$ cat src/rtl/pipeline_ctrl_pkg.sv
// Shared types and defaults for the pipeline sequencing controller.
package pipeline_ctrl_pkg;

   typedef enum logic [1:0] {
      DRAIN    = 2'd0,
      RUN      = 2'd1,
      MEM_WAIT = 2'd2
   } state_t;

   localparam int DEF_DRAIN_CYCLES = 4;
   localparam int DEF_MEM_TIMEOUT  = 16;
   localparam int DEF_CNT_W        = 16;

   localparam logic [4:0] REG_ZERO = 5'd0;

   typedef struct packed {
      logic pc_en;
      logic pc_sel_branch;
      logic ifid_en;
      logic idex_en;
      logic exmem_en;
      logic memwb_en;
      logic ifid_flush;
      logic idex_flush;
      logic exmem_flush;
      logic memwb_flush;
   } ctrl_t;

   // Bit order matches the field order above: pc_en, pc_sel, 4 enables, 4 flushes.
   localparam ctrl_t CTRL_DRAIN    = ctrl_t'(10'b00_1111_1111);
   localparam ctrl_t CTRL_NORMAL   = ctrl_t'(10'b10_1111_0000);
   localparam ctrl_t CTRL_FREEZE   = ctrl_t'(10'b00_0001_0001);
   localparam ctrl_t CTRL_BRANCH   = ctrl_t'(10'b11_1111_1110);
   localparam ctrl_t CTRL_LOAD_USE = ctrl_t'(10'b00_0111_0100);

   // Stage controls when no freeze applies: branch beats load-use.
   function automatic ctrl_t ctrl_release(input logic branch, input logic load_use);
      if (branch)
         return CTRL_BRANCH;
      else if (load_use)
         return CTRL_LOAD_USE;
      else
         return CTRL_NORMAL;
   endfunction

endpackage

$ cat src/rtl/hazard_detect.sv
// Combinational load-use comparator between the ID/EX load and the IF/ID reader.
module hazard_detect
   import pipeline_ctrl_pkg::*;
(
   input  logic [4:0] id_rs,
   input  logic [4:0] id_rt,
   input  logic       id_uses_rt,
   input  logic [4:0] ex_rt,
   input  logic       ex_mem_read,
   output logic       load_use
);

   logic rs_match;
   logic rt_match;

   always_comb begin
      rs_match = (ex_rt == id_rs);
      rt_match = id_uses_rt && (ex_rt == id_rt);
      // $zero is never a real producer, so a load into it cannot hazard.
      load_use = ex_mem_read && (ex_rt != REG_ZERO) && (rs_match || rt_match);
   end

endmodule

$ cat src/rtl/pipeline_hazard_ctrl.sv
// Stage enable/flush sequencing for the 5-stage pipeline: drain, hazards, memory freeze.
//
// state    | meaning
// DRAIN    | post-reset flush of every buffer, PC held, DRAIN_CYCLES long
// RUN      | normal issue; resolves freeze > branch > load-use
// MEM_WAIT | pipeline frozen until dmem_ready or MEM_TIMEOUT
module pipeline_hazard_ctrl
   import pipeline_ctrl_pkg::*;
#(
   parameter int DRAIN_CYCLES = DEF_DRAIN_CYCLES,
   parameter int MEM_TIMEOUT  = DEF_MEM_TIMEOUT,
   parameter int CNT_W        = DEF_CNT_W
) (
   input  logic             CLK,
   input  logic             RST,
   input  logic [4:0]       id_rs,
   input  logic [4:0]       id_rt,
   input  logic             id_uses_rt,
   input  logic [4:0]       ex_rt,
   input  logic             ex_mem_read,
   input  logic             mem_branch_taken,
   input  logic             dmem_req,
   input  logic             dmem_ready,
   output logic             pc_en,
   output logic             pc_sel_branch,
   output logic             ifid_en,
   output logic             idex_en,
   output logic             exmem_en,
   output logic             memwb_en,
   output logic             ifid_flush,
   output logic             idex_flush,
   output logic             exmem_flush,
   output logic             memwb_flush,
   output logic             mem_timeout,
   output logic [CNT_W-1:0] stall_cnt,
   output logic [CNT_W-1:0] flush_cnt
);

   localparam int SEQ_MAX = (DRAIN_CYCLES > MEM_TIMEOUT) ? DRAIN_CYCLES : MEM_TIMEOUT;
   localparam int SEQ_W   = $clog2(SEQ_MAX + 1);

   localparam logic [SEQ_W-1:0] SEQ_ONE     = SEQ_W'(1);
   localparam logic [SEQ_W-1:0] DRAIN_LAST  = SEQ_W'(DRAIN_CYCLES - 1);
   localparam logic [SEQ_W-1:0] TIMEOUT_VAL = SEQ_W'(MEM_TIMEOUT);
   localparam logic [CNT_W-1:0] CNT_ONE     = CNT_W'(1);

   state_t           state_q;
   state_t           state_d;
   logic [SEQ_W-1:0] seq_cnt_q;
   logic [SEQ_W-1:0] seq_cnt_d;

   logic  load_use;
   logic  freeze_req;
   logic  wait_done;
   ctrl_t ctrl;
   logic  stall_inc;
   logic  flush_inc;
   logic  timeout_set;

   hazard_detect u_hazard_detect (
      .id_rs       (id_rs),
      .id_rt       (id_rt),
      .id_uses_rt  (id_uses_rt),
      .ex_rt       (ex_rt),
      .ex_mem_read (ex_mem_read),
      .load_use    (load_use)
   );

   assign freeze_req = dmem_req && !dmem_ready;
   assign wait_done  = dmem_ready || (seq_cnt_q == TIMEOUT_VAL);

   always_ff @(posedge CLK) begin
      if (RST) begin
         state_q   <= DRAIN;
         seq_cnt_q <= '0;
      end else begin
         state_q   <= state_d;
         seq_cnt_q <= seq_cnt_d;
      end
   end

   always_comb begin
      state_d   = state_q;
      seq_cnt_d = seq_cnt_q;
      case (state_q)
         DRAIN: begin
            if (seq_cnt_q == DRAIN_LAST) begin
               state_d   = RUN;
               seq_cnt_d = '0;
            end else begin
               seq_cnt_d = seq_cnt_q + SEQ_ONE;
            end
         end
         RUN: begin
            if (freeze_req) begin
               state_d   = MEM_WAIT;
               seq_cnt_d = SEQ_ONE;
            end
         end
         MEM_WAIT: begin
            if (wait_done) begin
               state_d   = RUN;
               seq_cnt_d = '0;
            end else begin
               seq_cnt_d = seq_cnt_q + SEQ_ONE;
            end
         end
         default: begin
            state_d   = DRAIN;
            seq_cnt_d = '0;
         end
      endcase
   end

   // RST forces drain controls directly so the buffers are cleared before the first edge.
   always_comb begin
      ctrl        = CTRL_DRAIN;
      stall_inc   = 1'b0;
      flush_inc   = 1'b0;
      timeout_set = 1'b0;
      if (!RST) begin
         case (state_q)
            DRAIN: ctrl = CTRL_DRAIN;
            RUN: begin
               if (freeze_req) begin
                  ctrl      = CTRL_FREEZE;
                  stall_inc = 1'b1;
               end else begin
                  ctrl      = ctrl_release(mem_branch_taken, load_use);
                  stall_inc = !mem_branch_taken && load_use;
                  flush_inc = mem_branch_taken;
               end
            end
            MEM_WAIT: begin
               if (!wait_done) begin
                  ctrl      = CTRL_FREEZE;
                  stall_inc = 1'b1;
               end else begin
                  ctrl        = ctrl_release(mem_branch_taken, load_use);
                  stall_inc   = !mem_branch_taken && load_use;
                  flush_inc   = mem_branch_taken;
                  timeout_set = !dmem_ready;
               end
            end
            default: ctrl = CTRL_DRAIN;
         endcase
      end
   end

   assign pc_en         = ctrl.pc_en;
   assign pc_sel_branch = ctrl.pc_sel_branch;
   assign ifid_en       = ctrl.ifid_en;
   assign idex_en       = ctrl.idex_en;
   assign exmem_en      = ctrl.exmem_en;
   assign memwb_en      = ctrl.memwb_en;
   assign ifid_flush    = ctrl.ifid_flush;
   assign idex_flush    = ctrl.idex_flush;
   assign exmem_flush   = ctrl.exmem_flush;
   assign memwb_flush   = ctrl.memwb_flush;

   always_ff @(posedge CLK) begin
      if (RST) begin
         stall_cnt   <= '0;
         flush_cnt   <= '0;
         mem_timeout <= 1'b0;
      end else begin
         if (stall_inc && (stall_cnt != '1))
            stall_cnt <= stall_cnt + CNT_ONE;
         if (flush_inc && (flush_cnt != '1))
            flush_cnt <= flush_cnt + CNT_ONE;
         if (timeout_set)
            mem_timeout <= 1'b1;
      end
   end

endmodule

$ cat config.mk
export PLATFORM = sky130hd
export DESIGN_NAME = pipeline_hazard_ctrl
export DESIGN_NICKNAME = d
export VERILOG_FILES = /design/src/rtl/pipeline_ctrl_pkg.sv /design/src/rtl/hazard_detect.sv /design/src/rtl/pipeline_hazard_ctrl.sv
export SDC_FILE = /design/constraint.sdc
export NUM_CORES = 1
export LEC_CHECK = 0
export ABC_CLOCK_PERIOD_IN_PS = 6300
export BUFFER_PORTS_ARGS = -buffer_cell sky130_fd_sc_hd__buf_4
export CAP_MARGIN = 20
export CORE_MARGIN = 1.5
export CORE_UTILIZATION = 45
export DETAILED_ROUTE_END_ITERATION = 10
export PLACE_DENSITY = 0.7
export SLEW_MARGIN = 20
export SYNTH_ARGS = -nofsm -noshare
export SYNTH_HDL_FRONTEND = slang
export SYNTH_SLANG_ARGS = --single-unit
export TNS_END_PERCENT = 1
$ cat constraint.sdc
create_clock -name CLK -period 6.3 [get_ports CLK]
set_input_delay 0.315 -clock CLK [delete_from_list [all_inputs] [get_ports CLK]]
set_output_delay 0.315 -clock CLK [all_outputs]
set_load 0.01 [all_outputs]
==> reports/qor.txt, run 1 <==
run status: complete, no violations
Root Buffer Master: clkbuf_8
Reg2Reg Capture Point: stall_cnt[7]
post-route minimum period: 2.500 ns
Slew Limit Fails: 0
Die Y: 76.24 um
TritonCTS clock tree: done
r2r setup slk: 3.80 ns
RSZ-0062 raised after global routing: no
diode count: 0
Main synth FF type: dfxtp_1
crit path max-delay cell type: a21oi_4
Chip Width: 76.24 um
Post-Syn Instances: 297
Final Cell Area: 0.002968 mm2
Final Skew: 0.006146 ns
final setup TNS: 0 ns
clock buffer count from CTS: 5
largest fanout on the critical path: 26
hold buffers post-CTS: 0
Setup Fix Bufs, Post-CTS: 0
critical path class: reg2reg
die footprint: 0.005812 mm2
initial antenna violation count: 0
share of cells above drive strength 1: 22.03%
CP arrival: 2.68 ns
Placement Cell Area: 0.002878 mm2
Slew headroom: 59.94%
Final period util: 39.68%
Hold EP: state_q[1]
Routed wire per std cell: 12.95 um
max-cap check violation count: 0
Post-DP HPWL: 4054 um
CTS resizes: 0
Worst-Skew Late Latency: 0.29 ns
final hold vios: 0
Num Clock Sinks: 40
Synthesized Nets: 328
CP endpoint kind: register
fin util: 57.74%
biggest cell delay along the critical path: 0.51 ns
Floorplan Core Area: 0.005140 mm2
Seq/Total Area, Yosys: 33.18%
H-tree levels: 2
Via density: 5.514
PortBufs: 63
Final nets: 384
Fillers: 499
P per Cell Area: 213.6 mW/mm2
reg2reg path depth: 7
Post-synth EDFFs: 0
Fmax achieved: 400.0 MHz
TritonRoute pass-1 iters: 4
DRT antenna net count: 0
ys async rst share: 0%
Leak: 1.181 nW
post-synth cell types: 56
Worst EP required: 6.48 ns
GRT Resource Usage Total: 19.18%
Top Ports: 65
total congestion overflow: 0
#FFs+latches synth: 40
Rows: 26
Hold Startpoint: dmem_ready
Final Wtd Congestion: 0.8065
DRT iter0 DRCs: 105
Area Overhead vs Synth: 22.97%
routed via count: 2338
final setup vio count: 0
initial core utilization: 46.96%
worst-margin pin slew: 0.5996 ns
Longest Clk Path Bufs: 2
Pwr Total: 0.6340 mW
Cell Chain, Critical Path: ha_1 > nand2_1 > or2_1 > o311a_4 > a21oi_4 > nor3_1 > mux2_1
number of remaining DRC errors: 0
RR Startpoint: stall_cnt[0]
vias in the first global route: 2080
peak supply drop: 0.0001057 V
Worst-path clk slew: 0.08 ns
hold depth: 4
number of synthesis warnings: 0
syn avg cell area: 8.126 um2
largest net degree at the start of global routing: 45
Hold Path Class: in2reg
Critical Path Start Type: register
first-pass GRT wire length: 9328 um
Synth Cell Area: 0.002414 mm2
total wire length: 5489 um
==> kinds of logic (layout without fill, tap and decap cells) <==
| family | after synthesis | count (layout) | share of synthesized area (%) |
|---|---|---|---|
| AO/OA/AOI/OAI | 55 | 55 | 15.86 |
| XOR/XNOR | 23 | 23 | 8.347 |
| adder cells (fa/ha/maj) | 9 | 9 | 4.666 |
| other | 1 | 1 | 0.1554 |
| AND/OR/NAND/NOR | 141 | 141 | 30.48 |
| multiplexers | 4 | 4 | 1.763 |
| flip-flops | 40 | 40 | 33.18 |
| buffers and inverters | 24 | 81 | 5.547 |
==> registers in the layout, summed over array words and instances (netlist names) <==
signal	cells
state_q	2
seq_cnt_q	5
mem_timeout	1
stall_cnt	16
flush_cnt	16
==> cells in the mapped netlist (3+ instances only) <==
master / number / area [um2]
inv_1: 10 / 37.54
a22oi_1: 4 / 30.03
dfxtp_1: 40 / 800.8
a21oi_1: 17 / 85.08
nor2b_1: 6 / 37.54
buf_4: 3 / 22.52
o21ai_0: 3 / 15.01
o31ai_1: 3 / 22.52
and3_1: 9 / 56.30
o21ai_1: 8 / 40.04
xor2_1: 9 / 78.83
nor2_1: 32 / 120.1
nor4_1: 4 / 25.02
or4_1: 5 / 37.54
nand2_1: 27 / 101.4
nand3_1: 19 / 95.09
xnor2_1: 14 / 122.6
nand4_1: 7 / 43.79
or3_1: 9 / 56.30
nor3_1: 9 / 45.04
clkbuf_1: 7 / 26.28
ha_1: 9 / 112.6
==> cells in the final DEF (no fill, tap or decap), types with 3 or more instances in the layout <==
cell	instances
a21oi_1	17
a22oi_1	4
and3_1	9
buf_4	63
clkbuf_8	6
dfxtp_1	40
ha_1	9
inv_1	10
nand2_1	27
nand3_1	19
nand4_1	7
nor2_1	32
nor2b_1	6
nor3_1	9
nor4_1	4
o21ai_0	3
o21ai_1	8
o31ai_1	3
or3_1	9
or4_1	5
xnor2_1	14
xor2_1	9
==> worst max-delay path: cells and delay by family (launching register included) <==
| family | cells | cell delay, ns |
|---|---|---|
| AOI/OAI and AO/OA | 2 | 0.86 |
| adders and majority gates | 1 | 0.23 |
| DFF | 1 | 0.41 |
| muxes | 1 | 0.32 |
| and+or+nand+nor | 3 | 0.58 |
==> where the power goes <==
part           switching (mW)  leakage, nW  internal (mW)
logic                   0.103        0.813         0.0803
clock network          0.0840       0.0455         0.0893
registers              0.0133        0.323          0.264
total                   0.200         1.18          0.434
==> metrics by stage <==
stage	instances	hold slack [ns]	setup slack [ns]
global route	424	0.3919	3.657
global placement	416	0.4729	3.901
CTS	424	0.3887	3.809
floorplan	297	0.4619	4.128
finish	424	0.3934	3.800
detailed placement	416	0.4725	3.821
==> worst max path at each step <==
stage               slack (ns)  cells past startpoint          from           end
floorplan                 4.13                     10  stall_cnt[0]  stall_cnt[1]
global placement          3.90                      7  stall_cnt[0]  stall_cnt[7]
detailed placement        3.82                      7  stall_cnt[0]  stall_cnt[7]
CTS                       3.81                      7  stall_cnt[0]  stall_cnt[7]
global route              3.66                      7  stall_cnt[0]  stall_cnt[5]
finish                    3.80                      7  stall_cnt[0]  stall_cnt[7]
==> metal layers <==
metal	vias to the layer above	track usage, %	wire, um
li1	1168	-	-
met1	1091	24.94	2542
met2	72	31.25	2508
met3	7	5.030	380
met4	0	5.556	58
met5	-	0	0
==> area by class of cell <==
type / instances / area (um2) / area share, %
tap: 70 / 87.58 / 2.951
multi-input combinational: 233 / 1479 / 49.83
clock buffer: 8 / 90.09 / 3.035
timing repair buffer: 63 / 473.0 / 15.94
inverter: 10 / 37.54 / 1.265
sequential: 40 / 800.8 / 26.98
Power figures use the tool's default switching activity.
==> run 2: changes to the inputs <==
ABC_AREA = 1   (was default)
ABC_CLOCK_PERIOD_IN_PS = 2300   (was 6300)
PLACE_DENSITY = 0.69   (was 0.7)
clock period = 2.3 ns   (was 6.3 ns; I/O delays follow)
==> run 2 against run 1 <==
Compared with the run above: first-iteration DRC count up 7.6%; critical path depth unchanged; sequential power rose to 2.7 times the previous value; worst setup slack worse by 3.5 ns; largest power group unchanged.
==> reports/qor.txt, run 2 <==
run status: complete, no violations
Die Y: 81.89 um (+7.4%)
Worst EP required: 2.18 ns (-4.30 ns)
Hold Path Class: in2reg
total wire length: 6409 um (+17%)
Reg2Reg Capture Point: stall_cnt[0]
vias in the first global route: 2483 (+19%)
post-synth cell types: 36 (-36%)
Hold Startpoint: dmem_ready
Seq/Total Area, Yosys: 28.60% (-4.6 points)
Leak: 1.565 nW (+32%)
DRT iter0 DRCs: 113 (+7.6%)
Top Ports: 65 (unchanged)
routed via count: 2863 (+22%)
Hold EP: mem_timeout
largest net degree at the start of global routing: 27 (-40%)
Via density: 4.953 (-10%)
Floorplan Core Area: 0.005956 mm2 (+16%)
number of synthesis warnings: 0 (unchanged)
number of remaining DRC errors: 0 (unchanged)
DRT antenna net count: 0 (unchanged)
ys async rst share: 0% (unchanged)
Post-DP HPWL: 4837 um (+19%)
#FFs+latches synth: 40 (unchanged)
Simple-Gate Fraction of Synth Area: 41.64% (+11 points)
CP endpoint kind: output port
Critical Path Start Type: register
Rows: 28 (+7.7%)
Setup Fix Bufs, Post-CTS: 0 (unchanged)
cell accounting for the most synthesized area: dfxtp_1
Fmax achieved: 493.3 MHz
Post-Syn Instances: 444 (+49%)
syn avg cell area: 6.307 um2 (-22%)
RSZ-0062 raised after global routing: no
top cell type's share of synthesized area: 28.60% (-4.6 points)
Worst-path clk slew: 0.08 ns (about the same)
xor-xnor portion of the synthesized cell area: 3.128% (-5.2 points)
Setup crit start: state_q[0]
largest fanout on the critical path: 16 (-38%)
compound-cell area share of the yosys netlist: 8.981% (-6.9 points)
CP arrival: 1.91 ns (-0.77 ns)
Synthesized Nets: 475 (+45%)
Synth Cell Area: 0.002800 mm2 (+16%)
Main synth FF type: dfxtp_1
final hold vios: 0 (unchanged)
PortBufs: 63 (unchanged)
Routed wire per std cell: 11.09 um (-14%)
TritonCTS clock tree: done
most frequent cells in the layout: nand2_1 (110), inv_1 (67), buf_4 (66)
Worst-Skew Late Latency: 0.29 ns (about the same)
CTS resizes: 0 (unchanged)
GRT Resource Usage Total: 19.66% (+0.48 points)
final setup vio count: 0 (unchanged)
share of cells above drive strength 1: 22.27% (+0.23 points)
post-route minimum period: 2.027 ns
r2r setup slk: 0.29 ns (-3.51 ns)
hold buffers post-CTS: 0 (unchanged)
Post-synth EDFFs: 0 (unchanged)
initial core utilization: 47.02% (+0.060 points)
Longest Clk Path Bufs: 2 (unchanged)
max-cap check violation count: 0 (unchanged)
leading cell type in the layout, fill and taps excluded: nand2_1
Chip Width: 81.89 um (+7.4%)
total congestion overflow: 0 (unchanged)
Slew Limit Fails: 0 (unchanged)
reg2reg path depth: 11 (+4)
Area Overhead vs Synth: 22.03%
Synth top cells by count: nand2_1 (110), inv_1 (67), nor2_1 (55)
fin util: 57.37% (-0.37 points)
diode count: 0 (unchanged)
Final nets: 533 (+39%)
H-tree levels: 2 (unchanged)
Root Buffer Master: clkbuf_8
P per Cell Area: 552.6 mW/mm2 (+160%)
Place WS: 0.3099 ns (-3.511 ns)
final setup TNS: 0 ns (unchanged)
Final Skew: 0.01096 ns (+0.004809 ns)
largest registers: flush_cnt x16, stall_cnt x16, seq_cnt_q x5
first-pass GRT wire length: 10470 um (+12%)
TritonRoute pass-1 iters: 4 (unchanged)
fin worst setup slack: 0.2730 ns (-3.527 ns)
die footprint: 0.006705 mm2 (+15%)
top cells by area, synth: dfxtp_1 (29%), nand2_1 (15%), inv_1 (9.0%), nor2_1 (7.4%), nand3_1 (6.3%)
main combinational cell family by area after synthesis: simple AND/OR/NAND/NOR gates
initial antenna violation count: 0 (unchanged)
clock buffer count from CTS: 5 (unchanged)
RR Startpoint: seq_cnt_q[0]
critical path class: reg2out
hold depth: 4 (unchanged)
Num Clock Sinks: 40 (unchanged)
count leader, synth: nand2_1
post-synthesis adder-cell area fraction: 4.021% (-0.64 points)
Final period util: 88.13%
mux cell area share after synthesis: 0% (-1.8 points)
peak supply drop: 0.0003178 V (+200%)
Final Wtd Congestion: 0.8536 (+5.8%)
==> run 2: cell types whose count changed after synthesis, moves of 6 or more <==
cell / delta
or3_1: -9
and3_1: -9
inv_1: +57
nor2_1: +23
nor2b_1: -6
nand3_1: +16
a21oi_2: +7
o21ai_1: -8
nand4_1: +13
xnor2_1: -10
nand2_1: +83
o21ai_0: +7
nand2_2: +11
==> run 2: critical path: stages (launching register included) <==
cell	delay (ns)
dfxtp_1	0.40
inv_1	0.10
ha_1	0.28
nand2_1	0.12
inv_2	0.24
buf_4	0.23
nand2_1	0.09
buf_4	0.15
==> run 2: worst max path at each step <==
stage / endpoint / slack [ns] / cells after the start
2_1_floorplan: flush_cnt[4] / 0.55 / 12
4_1_cts: exmem_en / 0.25 / 7
6_report: exmem_en / 0.27 / 7
3_3_place_gp: flush_cnt[3] / 0.38 / 13
5_1_grt: stall_cnt[1] / 0.05 / 11
3_5_place_dp: stall_cnt[1] / 0.31 / 10
==> run 2: layout make-up <==
| type | count | area (um2) |
|---|---|---|
| clock buffers | 7 | 96.34 |
| clock inverters | 1 | 30.03 |
| fillers | 587 | 2539 |
| inverters | 73 | 279.0 |
| multi-input cells | 316 | 1622 |
| flip-flops and latches | 40 | 800.8 |
| well taps | 75 | 93.84 |
| repair buffers | 66 | 495.5 |
==> run 2: cells by family after synthesis <==
group	Yosys count
AOI/OAI and AO/OA	39
xor gates and xnor gates	10
adders and majority gates	9
buffers and inverters	88
DFF	40
other	1
and+or+nand+nor	257
==> run 2: report_power, final <==
group	internal (mW)	leakage, nW	switching, mW
Clock	0.383	0.0645	0.252
Sequential	0.723	0.323	0.0341
Combinational	0.187	1.18	0.309
==> run 2: routing by layer <==
layer / routed length (um) / track usage [%] / part of all wire [%] / vias to the layer above
li1: - / - / - / 1508
met1: 2960 / 24.62 / 46 / 1284
met2: 2931 / 33.03 / 46 / 65
met3: 436 / 4.444 / 6.8 / 6
met4: 81 / 6.610 / 1.3 / 0
met5: 0 / 0 / 0 / -
==> run 2: through the flow <==
step                      hold WS [ns]  cell area, um2  power [mW]  instances
final                           0.1923            3417       1.888        578
after global routing            0.2161            3417       2.005        578
after CTS                       0.1805            3417       1.909        578
after detailed placement        0.4626            3291       1.271        570
after global placement          0.4671            3291       1.267        570
after floorplan                 0.3273            2800       1.130        444
==> run 3: changes to the inputs <==
ABC_CLOCK_PERIOD_IN_PS = 1700   (was 2300)
BUFFER_PORTS_ARGS = default   (was -buffer_cell sky130_fd_sc_hd__buf_4)
DONT_BUFFER_PORTS = 1   (was default)
PLACE_DENSITY = default   (was 0.69)
clock period = 1.7 ns   (was 2.3 ns; I/O delays follow)
==> run 3 against run 2 <==
Compared with the run above: the flow now finishes with violations (setup timing); sequential power grew 36%; global-route usage grew 2.3 points; via count grew 1.7%; total power grew 47%; count of clock-buffer cells in the layout shrank 1; largest cell class unchanged; highest routed layer unchanged.
==> reports/qor.txt, run 3 (same netlist as run 2, synthesis figures left out) <==
Reg2Reg Capture Point: flush_cnt[2]
Final Skew: 0.01431 ns (+0.003359 ns)
r2r setup slk: -0.03 ns (-0.32 ns)
final setup vio count: 16 (+16)
Fin Hold WS: 0.02983 ns (-0.1625 ns)
Root Buffer Master: clkbuf_8
Longest Clk Path Bufs: 2 (unchanged)
net switching power: 0.8984 mW (+51%)
Final period util: 102.0%
Area Overhead vs Synth: 28.02%
Gate power share: 33.1% (+6.8 points)
RSZ-0062 raised after global routing: yes
total wire length: 7065 um (+10%)
TritonRoute pass-1 iters: 6 (+2)
reg2reg path depth: 14 (+3)
Chip Width: 81.89 um (unchanged)
Post-DP HPWL: 5219 um (+7.9%)
Final nets: 536 (+0.56%)
Setup crit start: seq_cnt_q[1]
Top Ports: 65 (unchanged)
Finished Layout Cells: 581 (+0.52%)
share of cells above drive strength 1: 28.46% (+6.2 points)
DRT iter0 DRCs: 117 (+3.5%)
leading cell type in the layout, fill and taps excluded: nand2_1
switching share of power: 32.40% (+0.91 points)
Final Wtd Congestion: 0.8170 (-4.3%)
DRT antenna net count: 0 (unchanged)
Worst-path clk slew: 0.09 ns (about the same)
max-cap check violation count: 0 (unchanged)
H-tree levels: 2 (unchanged)
Num Clock Sinks: 40 (unchanged)
most frequent cells in the layout: nand2_1 (105), buf_4 (63), inv_1 (62)
Placement Cell Area: 0.003218 mm2 (-2.2%)
vias in the first global route: 2728 (+9.9%)
Fmax achieved: 576.6 MHz
largest net degree at the start of global routing: 27 (unchanged)
Critical Path Start Type: register
total congestion overflow: 0 (unchanged)
Rows: 28 (unchanged)
Worst EP required: 1.90 ns (-0.28 ns)
initial antenna violation count: 0 (unchanged)
Final Cell Area: 0.003585 mm2 (+4.9%)
fin worst setup slack: -0.03420 ns (-0.3072 ns)
GRT Resource Usage Total: 21.98% (+2.3 points)
CP endpoint kind: register
clock power share: 30.0% (-3.6 points)
DP Cell Count: 560 (-1.8%)
Floorplan Core Area: 0.005956 mm2 (unchanged)
largest registers: flush_cnt x16, stall_cnt x16, seq_cnt_q x5
diode count: 0 (unchanged)
Seq pwr share: 37.0% (-3.1 points)
routed via count: 2912 (+1.7%)
Leak: 1.614 nW (+3.1%)
Hold Startpoint: RST
Slew Limit Fails: 0 (unchanged)
CP Capture Point: flush_cnt[2]
critical path class: reg2reg
P per Cell Area: 773.5 mW/mm2 (+40%)
CP arrival: 1.94 ns (+0.03 ns)
first-pass GRT wire length: 11630 um (+11%)
run status: finished with violations
die footprint: 0.006705 mm2 (unchanged)
Hold Path Class: in2reg
peak supply drop: 0.0004587 V (+44%)
final hold vios: 0 (unchanged)
RR Startpoint: seq_cnt_q[1]
PortBufs: 0 (-100%)
number of remaining DRC errors: 0 (unchanged)
clock buffer count from CTS: 5 (unchanged)
initial core utilization: 47.02% (unchanged)
TritonCTS clock tree: done
violated checks: setup timing
Via density: 5.012 (+1.2%)
Die Y: 81.89 um (unchanged)
Routed wire per std cell: 12.16 um (+9.7%)
largest fanout on the critical path: 6 (-10)
final setup TNS: -0.2910 ns (-0.2910 ns)
Worst-Skew Late Latency: 0.30 ns (about the same)
Internal Pwr Total: 1.874 mW (+45%)
post-route minimum period: 1.734 ns
run 3: cell count changes in the layout (fill, tap and decap cells not counted), sizes merged:
cell    previous run  this run
clkinv             0         1
inv               73        75
run 3: final cells by class:
class                      count  area [um2]
multi-input combinational    316        1734
timing repair inverter         2       17.52
timing repair buffer          67       524.3
clock inverter                 2       38.79
fill                         591        2371
inverter                      73       284.0
sequential                    40       809.5
clock buffer                   6       82.58
tap                           75       93.84
run 3: layer usage:
| metal | GRT usage [%] | wire length [um] | part of all wire [%] |
|---|---|---|---|
| met2 | 39.59 | 3566 | 50 |
| met1 | 25.34 | 3036 | 43 |
| met5 | 0 | 0 | 0 |
| met3 | 5.333 | 380 | 5.4 |
| met4 | 6.949 | 81 | 1.1 |
run 3: worst max-delay path, cell delays in order, from the launching register on:
cell and delay, ns:
dfxtp_2 0.33, inv_2 0.07, ha_4 0.14, nand2_4 0.05, nor2_4 0.13, nor2_4 0.06
o21ai_4 0.16, nand2_4 0.07, nor2_4 0.16, nand2_4 0.09, buf_8 0.14, inv_8 0.06
nand3_1 0.06, nand2_1 0.07, a21oi_1 0.04
run 3: worst min path at each step:
stage,endpoint,slack (ns),depth (start not counted)
after floorplan,pc_sel_branch,0.27,2
after global placement,flush_cnt[15],0.15,1
after detailed placement,flush_cnt[12],0.15,1
after CTS,flush_cnt[6],-0.18,1
after global routing,flush_cnt[6],0.03,2
final,flush_cnt[13],0.03,2
run 3: through the flow:
step                power (mW)  util (%)  setup WS, ns
floorplan                1.531         -       0.01722
global placement         1.770     54.03      -0.04636
detailed placement       1.781     54.03      -0.05544
CTS                      2.738     58.61      -0.01612
global route             2.938     60.19       -0.1461
finish                   2.773     60.19      -0.03420
run 3: repair_timing:
item                                    4_1_cts  5_1_grt
gates cloned                                  2        0
pin swaps                                     9       12
buffers inserted                              9        1
endpoints found under the setup margin       31       42
endpoints found under the hold margin        25       25
resized for setup                            29       20
run 3: power by group through the flow:
stage	Combinational, mW	Clock, mW	Sequential (mW)
after global routing	1.01	0.890	1.03
after CTS	0.863	0.862	1.01
final	0.916	0.831	1.03
after detailed placement	0.755	0	1.03
after global placement	0.745	0	1.02
after floorplan	0.494	0	1.04
